[src/rtl/sprite_ram_arbiter.sv]
// Sprite frame RAM port sharer: round-robin tagged reads, priority loader writes.
// Read data returns two cycles after grant, steered by the captured requester tag.
module sprite_ram_arbiter #(
    parameter int N_REQ  = 4,
    parameter int ADDR_W = 19,
    parameter int DATA_W = 5,
    parameter int DEPTH  = 400
) (
    input  logic                      Clk,
    input  logic                      Reset,
    input  logic [N_REQ-1:0]          req,
    input  logic [N_REQ*ADDR_W-1:0]   addr,
    output logic [N_REQ-1:0]          gnt,
    output logic [N_REQ-1:0]          rd_valid,
    output logic [DATA_W-1:0]         rd_data,
    input  logic                      wr_req,
    input  logic [ADDR_W-1:0]         wr_addr,
    input  logic [DATA_W-1:0]         wr_data,
    output logic                      wr_ack,
    output logic                      ram_we,
    output logic [ADDR_W-1:0]         ram_write_address,
    output logic [DATA_W-1:0]         ram_data_In,
    output logic [ADDR_W-1:0]         ram_read_address,
    input  logic [DATA_W-1:0]         ram_data_Out,
    output logic                      range_err
);

    localparam int TAG_W = (N_REQ > 1) ? $clog2(N_REQ) : 1;

    logic [TAG_W-1:0]  ptr;
    logic [TAG_W-1:0]  sel;
    logic              rd_xfer;
    logic [ADDR_W-1:0] sel_addr;
    logic              sel_oor;
    logic              wr_xfer;
    logic              wr_oor;

    logic              s1_valid, s2_valid;
    logic [TAG_W-1:0]  s1_tag, s2_tag;
    logic              s1_oor, s2_oor;

    // Rotating priority search starting at ptr; writes and reset suppress all grants.
    always_comb begin
        logic [TAG_W:0]   sum;
        logic [TAG_W-1:0] idx;
        gnt     = '0;
        sel     = '0;
        rd_xfer = 1'b0;
        sum     = '0;
        idx     = '0;
        if (Reset && !wr_req) begin
            for (int unsigned k = 0; k < N_REQ; k++) begin
                sum = {1'b0, ptr} + (TAG_W+1)'(k);
                if (sum >= (TAG_W+1)'(N_REQ))
                    sum = sum - (TAG_W+1)'(N_REQ);
                idx = sum[TAG_W-1:0];
                if (!rd_xfer && req[idx]) begin
                    rd_xfer  = 1'b1;
                    sel      = idx;
                    gnt[idx] = 1'b1;
                end
            end
        end
    end

    always_comb begin
        sel_addr = '0;
        for (int unsigned k = 0; k < N_REQ; k++) begin
            if (gnt[k])
                sel_addr = addr[k*ADDR_W +: ADDR_W];
        end
    end

    assign sel_oor = sel_addr >= ADDR_W'(DEPTH);
    assign wr_oor  = wr_addr  >= ADDR_W'(DEPTH);
    assign wr_ack  = Reset & wr_req;
    assign wr_xfer = wr_ack;

    always_ff @(posedge Clk) begin
        if (!Reset) begin
            ptr               <= '0;
            ram_we            <= 1'b0;
            ram_write_address <= '0;
            ram_data_In       <= '0;
            ram_read_address  <= '0;
            s1_valid          <= 1'b0;
            s1_tag            <= '0;
            s1_oor            <= 1'b0;
            s2_valid          <= 1'b0;
            s2_tag            <= '0;
            s2_oor            <= 1'b0;
            range_err         <= 1'b0;
        end else begin
            ram_we    <= wr_xfer && !wr_oor;
            range_err <= (wr_xfer && wr_oor) || (rd_xfer && sel_oor);
            if (wr_xfer && !wr_oor) begin
                ram_write_address <= wr_addr;
                ram_data_In       <= wr_data;
            end
            // Out-of-range reads still flow down the pipe so the requester gets its reply.
            if (rd_xfer) begin
                ptr <= (sel == TAG_W'(N_REQ-1)) ? '0 : sel + 1'b1;
                if (!sel_oor)
                    ram_read_address <= sel_addr;
            end
            s1_valid <= rd_xfer;
            s1_tag   <= sel;
            s1_oor   <= sel_oor;
            s2_valid <= s1_valid;
            s2_tag   <= s1_tag;
            s2_oor   <= s1_oor;
        end
    end

    always_comb begin
        rd_valid = '0;
        if (s2_valid)
            rd_valid[s2_tag] = 1'b1;
    end

    assign rd_data = (s2_valid && !s2_oor) ? ram_data_Out : '0;

endmodule

[config.mk]
export PLATFORM = sky130hd
export DESIGN_NAME = sprite_ram_arbiter
export DESIGN_NICKNAME = d
export VERILOG_FILES = /design/src/rtl/sprite_ram_arbiter.sv
export SDC_FILE = /design/constraint.sdc
export NUM_CORES = 1
export LEC_CHECK = 0
export ABC_AREA = 1
export CAP_MARGIN = 20
export CORE_MARGIN = 2
export CORE_UTILIZATION = 44
export DETAILED_ROUTE_END_ITERATION = 16
export PLACE_DENSITY = 0.87
export SYNTH_ARGS = -nofsm -noshare
export SYNTH_HDL_FRONTEND = slang
export SYNTH_SLANG_ARGS = --single-unit
[constraint.sdc]
create_clock -name Clk -period 7.92 [get_ports Clk]
set_input_delay 1.188 -clock Clk [delete_from_list [all_inputs] [get_ports Clk]]
set_output_delay 1.188 -clock Clk [all_outputs]
set_load 0.02 [all_outputs]
After elaboration in Yosys (flattened, before gate mapping)
Index checks and enable logic that the tools add are counted.
Operators by class
  $add $sub $neg: 8
  magnitude comparators: 16
  eq/ne operators: 1
  multiplexer cells: 54
  bitwise logic cells: 5
  reduce and logical (&&, ||, !) cells: 21
Operators by type and width (count)
  $mux W19: 4
  $ge A19 B9 Y1 const B: 2
  $mux W4: 9
  $mux W2: 14
  $mux W1: 17
  $lt A2 B3 Y1 const B: 5
  $logic_and A1 B1 Y1: 13
  $or A4 B4 Y4: 3
  $demux W1 S2: 5
  $ge A2 B1 Y1 const B: 5
  $ge A3 B3 Y1 const B: 3
  $bmux W1 S2: 4
  $sub A2 B1 Y2 const B: 4
  $add A2 B2 Y3 const B: 2
  $logic_not A1 Y1: 6
  $mux W5: 1
  $add A2 B1 Y3 const B: 1
  $ge A2 B3 Y1 const B: 1
  $add A2 B1 Y2 const B: 1
  $eq A2 B2 Y1 const B: 1
  $reduce_and A2 Y1: 1
  $and A1 B1 Y1: 1
  $logic_or A1 B1 Y1: 1
  $not A1 Y1: 1
Storage, ports and cells
  bits in registers: 55
  bits of input ports: 112
  output and inout bits: 59
  word-level logic and storage cells: 117

Depth between registers and ports, before layout
Gate-level depths: netlist of the first run.
  depth in word-level cells: 26
  depth in mapped cells: 24
  mapped depth without buffers: 22

Worst setup path before layout of the first run
OpenSTA, ideal clock, no wires.
  path kind: input to output
  start point: input port req[3]
  end point: output port gnt[3]
  arrival time: 2.343 ns
  data required time: 6.732 ns
  path slack: 4.389 ns
  stages on the path: 10
  path buffers: 1
  cells stage by stage: inv_1 nand2_1 nand3_2 nand2_4 nor3_2 nand3_1 nand2_1 nand2_2 inv_2 buf_2
On the way
  longest elaborated chain between the ends: 16
  elaborated cells between the ends (all ways): 31
  those cells by class: 22 x mux; 3 x bitwise; 6 x reduce/logical
RTL lines
  start: declaration: RTL line 11  | input logic [N_REQ-1:0] req,
  $bmux W1 S2: RTL line 57  | if (!rd_xfer && req[idx]) begin
  $mux W1 (implied by the code): RTL line 57
  $mux W1: RTL line 57
  $mux W1: RTL line 51  | if (Reset && !wr_req) begin
  $logic_not A1 Y1: RTL line 57
  $logic_and A1 B1 Y1: RTL line 57
  $mux W1: RTL line 57
  $mux W1: RTL line 51
  $logic_not A1 Y1: RTL line 57
  $logic_and A1 B1 Y1: RTL line 57
  $mux W1: RTL line 57
  $mux W1: RTL line 51
  $logic_not A1 Y1: RTL line 57
  $logic_and A1 B1 Y1: RTL line 57
  $mux W4 *: RTL line 57
  $mux W4 *: RTL line 51
  end: declaration: RTL line 13  | output logic [N_REQ-1:0] gnt,
Mark *: on every way between the ends. The rest lies on a longest branch, timed or not. The select of a mux whose other input is x is not followed.

Worst setup path after layout of the first run
  start point: input port Reset
  end point: output port gnt[3]
On the way
  longest elaborated chain between the ends: 2
RTL lines
  start: declaration: RTL line 10  | input logic Reset,
  $logic_and A1 B1 Y1: RTL line 51
  $mux W4: RTL line 51
No other way between the ends.

==> run_results.csv, run 1 <==
group,metric,value,unit
pwr,finalPower,0.865,mW
pwr,power_switching_share,39.5,%
pwr,switchingPower,0.342,mW
setup_path,worst_ep_required_time,6.73,ns
final_layout,antenna_cells,0,
final_layout,final_common_cell,"clkdlybuf4s50_1",
pwr,cellLeakagePower,2.35,nW
yosys,ys_async_sr_fraction,0,%
routing,drcViolationCount,0,
global_route,grt_max_degree,42,
final_layout,mostFrequentLayoutCells,"clkdlybuf4s50_1 (170), nand2_1 (149), inv_1 (77), nand3_1 (57), dfxtp_1 (55)",
pwr,internal_power,0.523,mW
placed_design,place_ws,2.27,ns
pwr,powerDensity,168,nW/um^2
timing,worst_pin_slew,0.808,ns
pwr,p_seq_share,36.0,%
yosys,seq_area_frac_synth,32.8,%
pwr,clkPwrFrac,18.7,%
routing,via_per_inst,5.01,
run,drv_cap,0,
setup_path,worstPathMaxFanout,41,
global_route,grt_overflow_total,0,
final_layout,drive_gt1_share,6.84,%
yosys,syn_inst,530,
die,dieArea,8350,um^2
cts,cts_tree,"built",
timing,hold_ws,0.426,ns
timing,setup_slack,2.26,ns
routing,drtAntennaViolNets,0,
placed_design,portBuffers,170,
timing,skew,0.0113,ns
timing,slew_viol_final,0,
cts,insertion_delay,0.31,ns
cts,postCtsHoldBufs,0,
placed_design,place_inst,778,
final_layout,stdcell_count,786,
global_route,use_met2,45.4,%
timing,relSlewSlack,46.1,%
die,die_h,91.4,um
global_route,grt_pass1_vias,3849,
yosys,ys.flop_type,"dfxtp_1",
global_route,antenna_found_initial,0,
die,fp.dieW,91.4,um
yosys,syn_nets,649,
global_route,grt.total_usage,24.2,%
cts,cts_resized,0,
die,start_util,45.8,%
die,rows,31,
placed_design,post_dp_cell_area,5060,um^2
cts,cts_buffers,5,
placed_design,place.gp.congestion,0.838,
global_route,use_met3,4.56,%
cts,path_clk_slew,0.09,ns
routing,drt-pass1-iter-count,6,
pwr,pwr-share-comb,45.3,%
timing,finalSetupViolCount,0,
timing,timing.fmax,177,MHz
setup_path,cp.arrival,4.47,ns
hold_path,hold_class,"reg2reg",
final_layout,final_area,5150,um^2
setup_path,start_kind,"primary input",
cts,cts_num_sinks,55,
cts,cts_root_buffer,"clkbuf_8",
timing,min_period,5.66,ns
final_layout,final_util,70.3,%
die,io_pins,171,
timing,rsz0062_at_grt,"no",
routing,avgRoutedWirePerCell,13.0,um
final_layout,areaGrowthSynthToFinish,53.4,%
setup_path,worstSetupPathType,"in2out",
timing,timing.setup.tns,0,ns
timing,fin_crit_sh,71.5,%
final_layout,fin_nets,805,
run_status,status,"completed",
yosys,syn_avg_cell_area,6.34,um^2
global_route,use_met1,27.0,%
pwr,peakVddDrop,113,uV
routing,drt_iter0_drc,136,
routing,routed_wl,10200,um
cts,cts_buffer_depth,2,
yosys,ys_ff_latch,55,
global_route,grt_most_used_layer,"met2",
yosys,synth_edf_count,0,
yosys,synth_warnings,0,
die,core_area,7330,um^2
cts,htree_levels,2,
setup_path,critPathCaptureType,"output port",
timing,hold_viol,0,
yosys,yosysUniqueCellTypes,40,
cts,post-cts-setup-buffers,0,
global_route,grt_first_pass_wirelength,16900,um
routing,via_count,3935,
yosys,syn-cell-area,3360,um^2
placed_design,hpwl,8130,um
[cells by family (layout without fill, tap and decap cells)]
kind of cell	after synthesis	count (layout)	synth area share [%]
and+or+nand+nor	301	301	40.7
buffers and inverters	113	270	14.3
DFF	55	55	32.8
AOI/OAI and AO/OA	53	53	9.27
adders and majority gates	7	7	2.61
xor gates and xnor gates	1	1	0.261
[synth_stat cells (4+ instances only)]
library cell	number	area, um^2
clkbuf_1	10	37.5
nand3_2	4	40.0
inv_1	77	289
a22oi_1	4	30.0
inv_2	11	41.3
o21ai_1	13	65.1
dfxtp_1	55	1100
nor2_1	53	199
nand4_1	12	75.1
o21ai_0	22	110
nor3_1	4	20.0
nand3_1	57	285
buf_6	5	56.3
ha_1	7	87.6
buf_2	5	25.0
a21boi_1	4	30.0
nand2_2	5	31.3
nand2_1	149	559
[state kept, by name, summed over array words and instances, names as in the netlist]
name / flops
s1_tag: 2
range_err: 1
s2_tag: 2
s1_valid: 1
ram_we: 1
s1_oor: 1
ram_read_address: 19
s2_oor: 1
ptr: 2
ram_write_address: 19
s2_valid: 1
ram_data_In: 5
[area by class of cell]
| class | count | area [um^2] |
|---|---|---|
| well taps | 99 | 124 |
| clock buffers | 5 | 68.8 |
| multi-input cells | 362 | 1780 |
| flip-flops and latches | 55 | 1100 |
| clock inverters | 3 | 27.5 |
| inverters | 90 | 340 |
| fillers | 575 | 2180 |
| repair buffers | 172 | 1720 |
[worst paths after layout]
| kind | startpoint | to | slack, ns | cells after the start |
|---|---|---|---|---|
| setup / recovery | Reset | gnt[3] | 2.26 | 7 |
| hold / removal | s1_tag[1]$_SDFF_PN0_ | s2_tag[1]$_SDFF_PN0_ | 0.43 | 2 |
| setup reg to reg | ptr[0]$_SDFFE_PN0P_ | ram_read_address[8]$_SDFFE_PN0P_ | 4.21 | 22 |
| hold reg to reg | s1_tag[1]$_SDFF_PN0_ | s2_tag[1]$_SDFF_PN0_ | 0.43 | 2 |
[power groups by stage]
stage | Clock, mW | Sequential [mW] | Combinational, mW
final | 0.162 | 0.311 | 0.392
after global routing | 0.177 | 0.314 | 0.435
after CTS | 0.165 | 0.311 | 0.390
after detailed placement | 0 | 0.317 | 0.387
after global placement | 0 | 0.316 | 0.375
after floorplan | 0 | 0.327 | 0.254
[critical path: stages]
cell and delay, ns:
clkdlybuf4s50_1 0.47, buf_4 0.37, inv_1 0.27, nor2_2 0.68, nand2_2 0.43, inv_2 0.38, clkdlybuf4s50_1 0.67
[layer usage]
metal	up-vias	wire length [um]
li1	1963	-
met1	1740	3990
met2	202	5280
met3	30	668
met4	0	295
met5	-	0
(Power assumes the default switching activity.)
==> inputs of run 2 (changes only) <==
--- a/config.mk
+++ b/config.mk
@@ -8,9 +8,9 @@
 export ABC_AREA = 1
 export CAP_MARGIN = 20
 export CORE_MARGIN = 2
-export CORE_UTILIZATION = 44
+export CORE_UTILIZATION = 37
 export DETAILED_ROUTE_END_ITERATION = 16
-export PLACE_DENSITY = 0.87
+export PLACE_DENSITY = 0.78
 export SYNTH_ARGS = -nofsm -noshare
 export SYNTH_HDL_FRONTEND = slang
 export SYNTH_SLANG_ARGS = --single-unit
==> constraint.sdc (replaced) <==
create_clock -name Clk -period 4.8 [get_ports Clk]
set_input_delay 0.72 -clock Clk [delete_from_list [all_inputs] [get_ports Clk]]
set_output_delay 0.72 -clock Clk [all_outputs]
set_load 0.02 [all_outputs]
==> run 2 against run 1 <==
Sequential power is 64% higher. Global-route usage is 5.0 points lower. Worst setup slack worse by 1.7 ns. Non-clock buffer count is 1 higher. Sequential share of layout area is 0.14 points lower. Critical path type is now reg2out. Largest cell class unchanged. Largest power group unchanged.
==> run_results.csv, run 2 (synthesis results as in run 1) <==
group,metric,value,unit
die,die_h,99.3,um
setup_path,critPathCaptureType,"output port",
final_layout,mostFrequentLayoutCells,"clkdlybuf4s50_1 (170), nand2_1 (149), inv_1 (77), nand3_1 (57), dfxtp_1 (55)",
run,drv_cap,0,
pwr,power_switching_share,37.5,%
pwr,p_seq_share,35.0,%
global_route,grt_max_degree,41,
timing,worst_pin_slew,0.474,ns
final_layout,antenna_cells,0,
final_layout,top_regs,"ram_read_address (19), ram_write_address (19), ram_data_In (5)",
timing,timing.fmax,237,MHz
pwr,pwr-share-comb,44.1,%
die,dieArea,9860,um^2
timing,relSlewSlack,68.3,%
final_layout,nFillCells,851,
cts,path_clk_slew,0.09,ns
final_layout,areaGrowthSynthToFinish,54.5,%
placed_design,portBuffers,170,
hold_path,hold_class,"reg2reg",
routing,drt_iter0_drc,122,
cts,cts_num_sinks,55,
routing,via_per_inst,4.70,
setup_path,worst_ep_required_time,4.08,ns
pwr,cellLeakagePower,2.37,nW
pwr,internal_power,0.913,mW
pwr,powerDensity,281,nW/um^2
routing,drtAntennaViolNets,0,
cts,cts_tree,"built",
global_route,grt_pass1_vias,3484,
timing,rsz0062_at_grt,"no",
final_layout,stdcell_count,796,
timing,finalSetupViolCount,0,
timing,fin_crit_sh,87.9,%
global_route,grt_first_pass_wirelength,15900,um
cts,htree_levels,2,
pwr,switchingPower,0.547,mW
die,io_pins,171,
die,core_area,8760,um^2
placed_design,place.gp.congestion,0.952,
cts,insertion_delay,0.31,ns
global_route,grt.total_usage,19.2,%
timing,slew_viol_final,0,
timing,min_period,4.22,ns
run_status,status,"completed",
cts,cts_buffers,5,
cts,cts_buffer_depth,2,
final_layout,fin_nets,806,
setup_path,worstSetupPathType,"reg2out",
die,start_util,38.3,%
placed_design,place_inst,788,
final_layout,final_common_cell,"clkdlybuf4s50_1",
routing,avgRoutedWirePerCell,12.2,um
pwr,finalPower,1.46,mW
die,rows,34,
routing,drt-pass1-iter-count,4,
timing,hold_ws,0.421,ns
cts,cts_root_buffer,"clkbuf_8",
cts,post-cts-setup-buffers,0,
setup_path,start_kind,"register",
global_route,grt_overflow_total,0,
final_layout,final_util,59.2,%
global_route,antenna_found_initial,0,
pwr,clkPwrFrac,20.8,%
cts,cts_resized,0,
routing,routed_wl,9710,um
die,fp.dieW,99.3,um
placed_design,hpwl,7790,um
routing,via_count,3742,
setup_path,cp.arrival,3.50,ns
cts,postCtsHoldBufs,0,
routing,drcViolationCount,0,
timing,timing.setup.tns,0,ns
pwr,peakVddDrop,160,uV
timing,hold_viol,0,
setup_path,worstPathMaxFanout,22,
timing,skew,0.00690,ns
final_layout,drive_gt1_share,6.83,%
[run 2: through the flow]
stage	cell area [um^2]	worst slack, ns
after floorplan	3360	1.97
after global placement	5080	0.838
after detailed placement	5080	0.817
after CTS	5190	0.594
after global routing	5190	0.326
final	5190	0.580
[run 2: final timing paths]
path | start | endpoint | slack [ns] | cells after the start
setup / recovery | ptr[0]$_SDFFE_PN0P_ | gnt[3] | 0.58 | 13
hold / removal | s1_valid$_SDFF_PN0_ | s2_valid$_SDFF_PN0_ | 0.42 | 2
setup reg to reg | ptr[0]$_SDFFE_PN0P_ | ram_read_address[0]$_SDFFE_PN0P_ | 1.11 | 21
hold reg to reg | s1_valid$_SDFF_PN0_ | s2_valid$_SDFF_PN0_ | 0.42 | 2
[run 2: power by group through the flow]
| stage | registers, mW | logic, mW | clock network (mW) |
|---|---|---|---|
| after CTS | 0.512 | 0.645 | 0.309 |
| after global placement | 0.522 | 0.636 | 0 |
| after detailed placement | 0.523 | 0.642 | 0 |
| after global routing | 0.517 | 0.721 | 0.329 |
| after floorplan | 0.540 | 0.420 | 0 |
| final | 0.511 | 0.644 | 0.304 |
[run 2: area by class of cell]
cell class / count / area, um^2 / area share [%]
clock buffer: 6 / 72.6 / 1.40
clock inverter: 2 / 38.8 / 0.748
inverter: 90 / 340 / 6.56
multi-input combinational: 362 / 1780 / 34.2
sequential: 55 / 1100 / 21.2
tap: 108 / 135 / 2.60
timing repair buffer: 173 / 1720 / 33.2
[run 2: metal layers]
layer | up-vias | track usage, % | wire length, um
met5 | - | 0 | 0
met4 | 0 | 3.37 | 102
met3 | 9 | 2.88 | 514
met2 | 114 | 34.4 | 4780
met1 | 1653 | 24.7 | 4310
li1 | 1966 | - | -
[run 2: worst max-delay path, cell delays in order (launching register included)]
cell	delay, ns
dfxtp_1	0.62
inv_4	0.11
ha_1	0.40
inv_1	0.09
nand3_1	0.08
nand2_1	0.11
nor2_4	0.23
nand2_1	0.07
o21ai_1	0.08
nor2_1	0.05
nand2_1	0.08
nand2_2	0.23
inv_2	0.35
clkdlybuf4s50_1	0.67
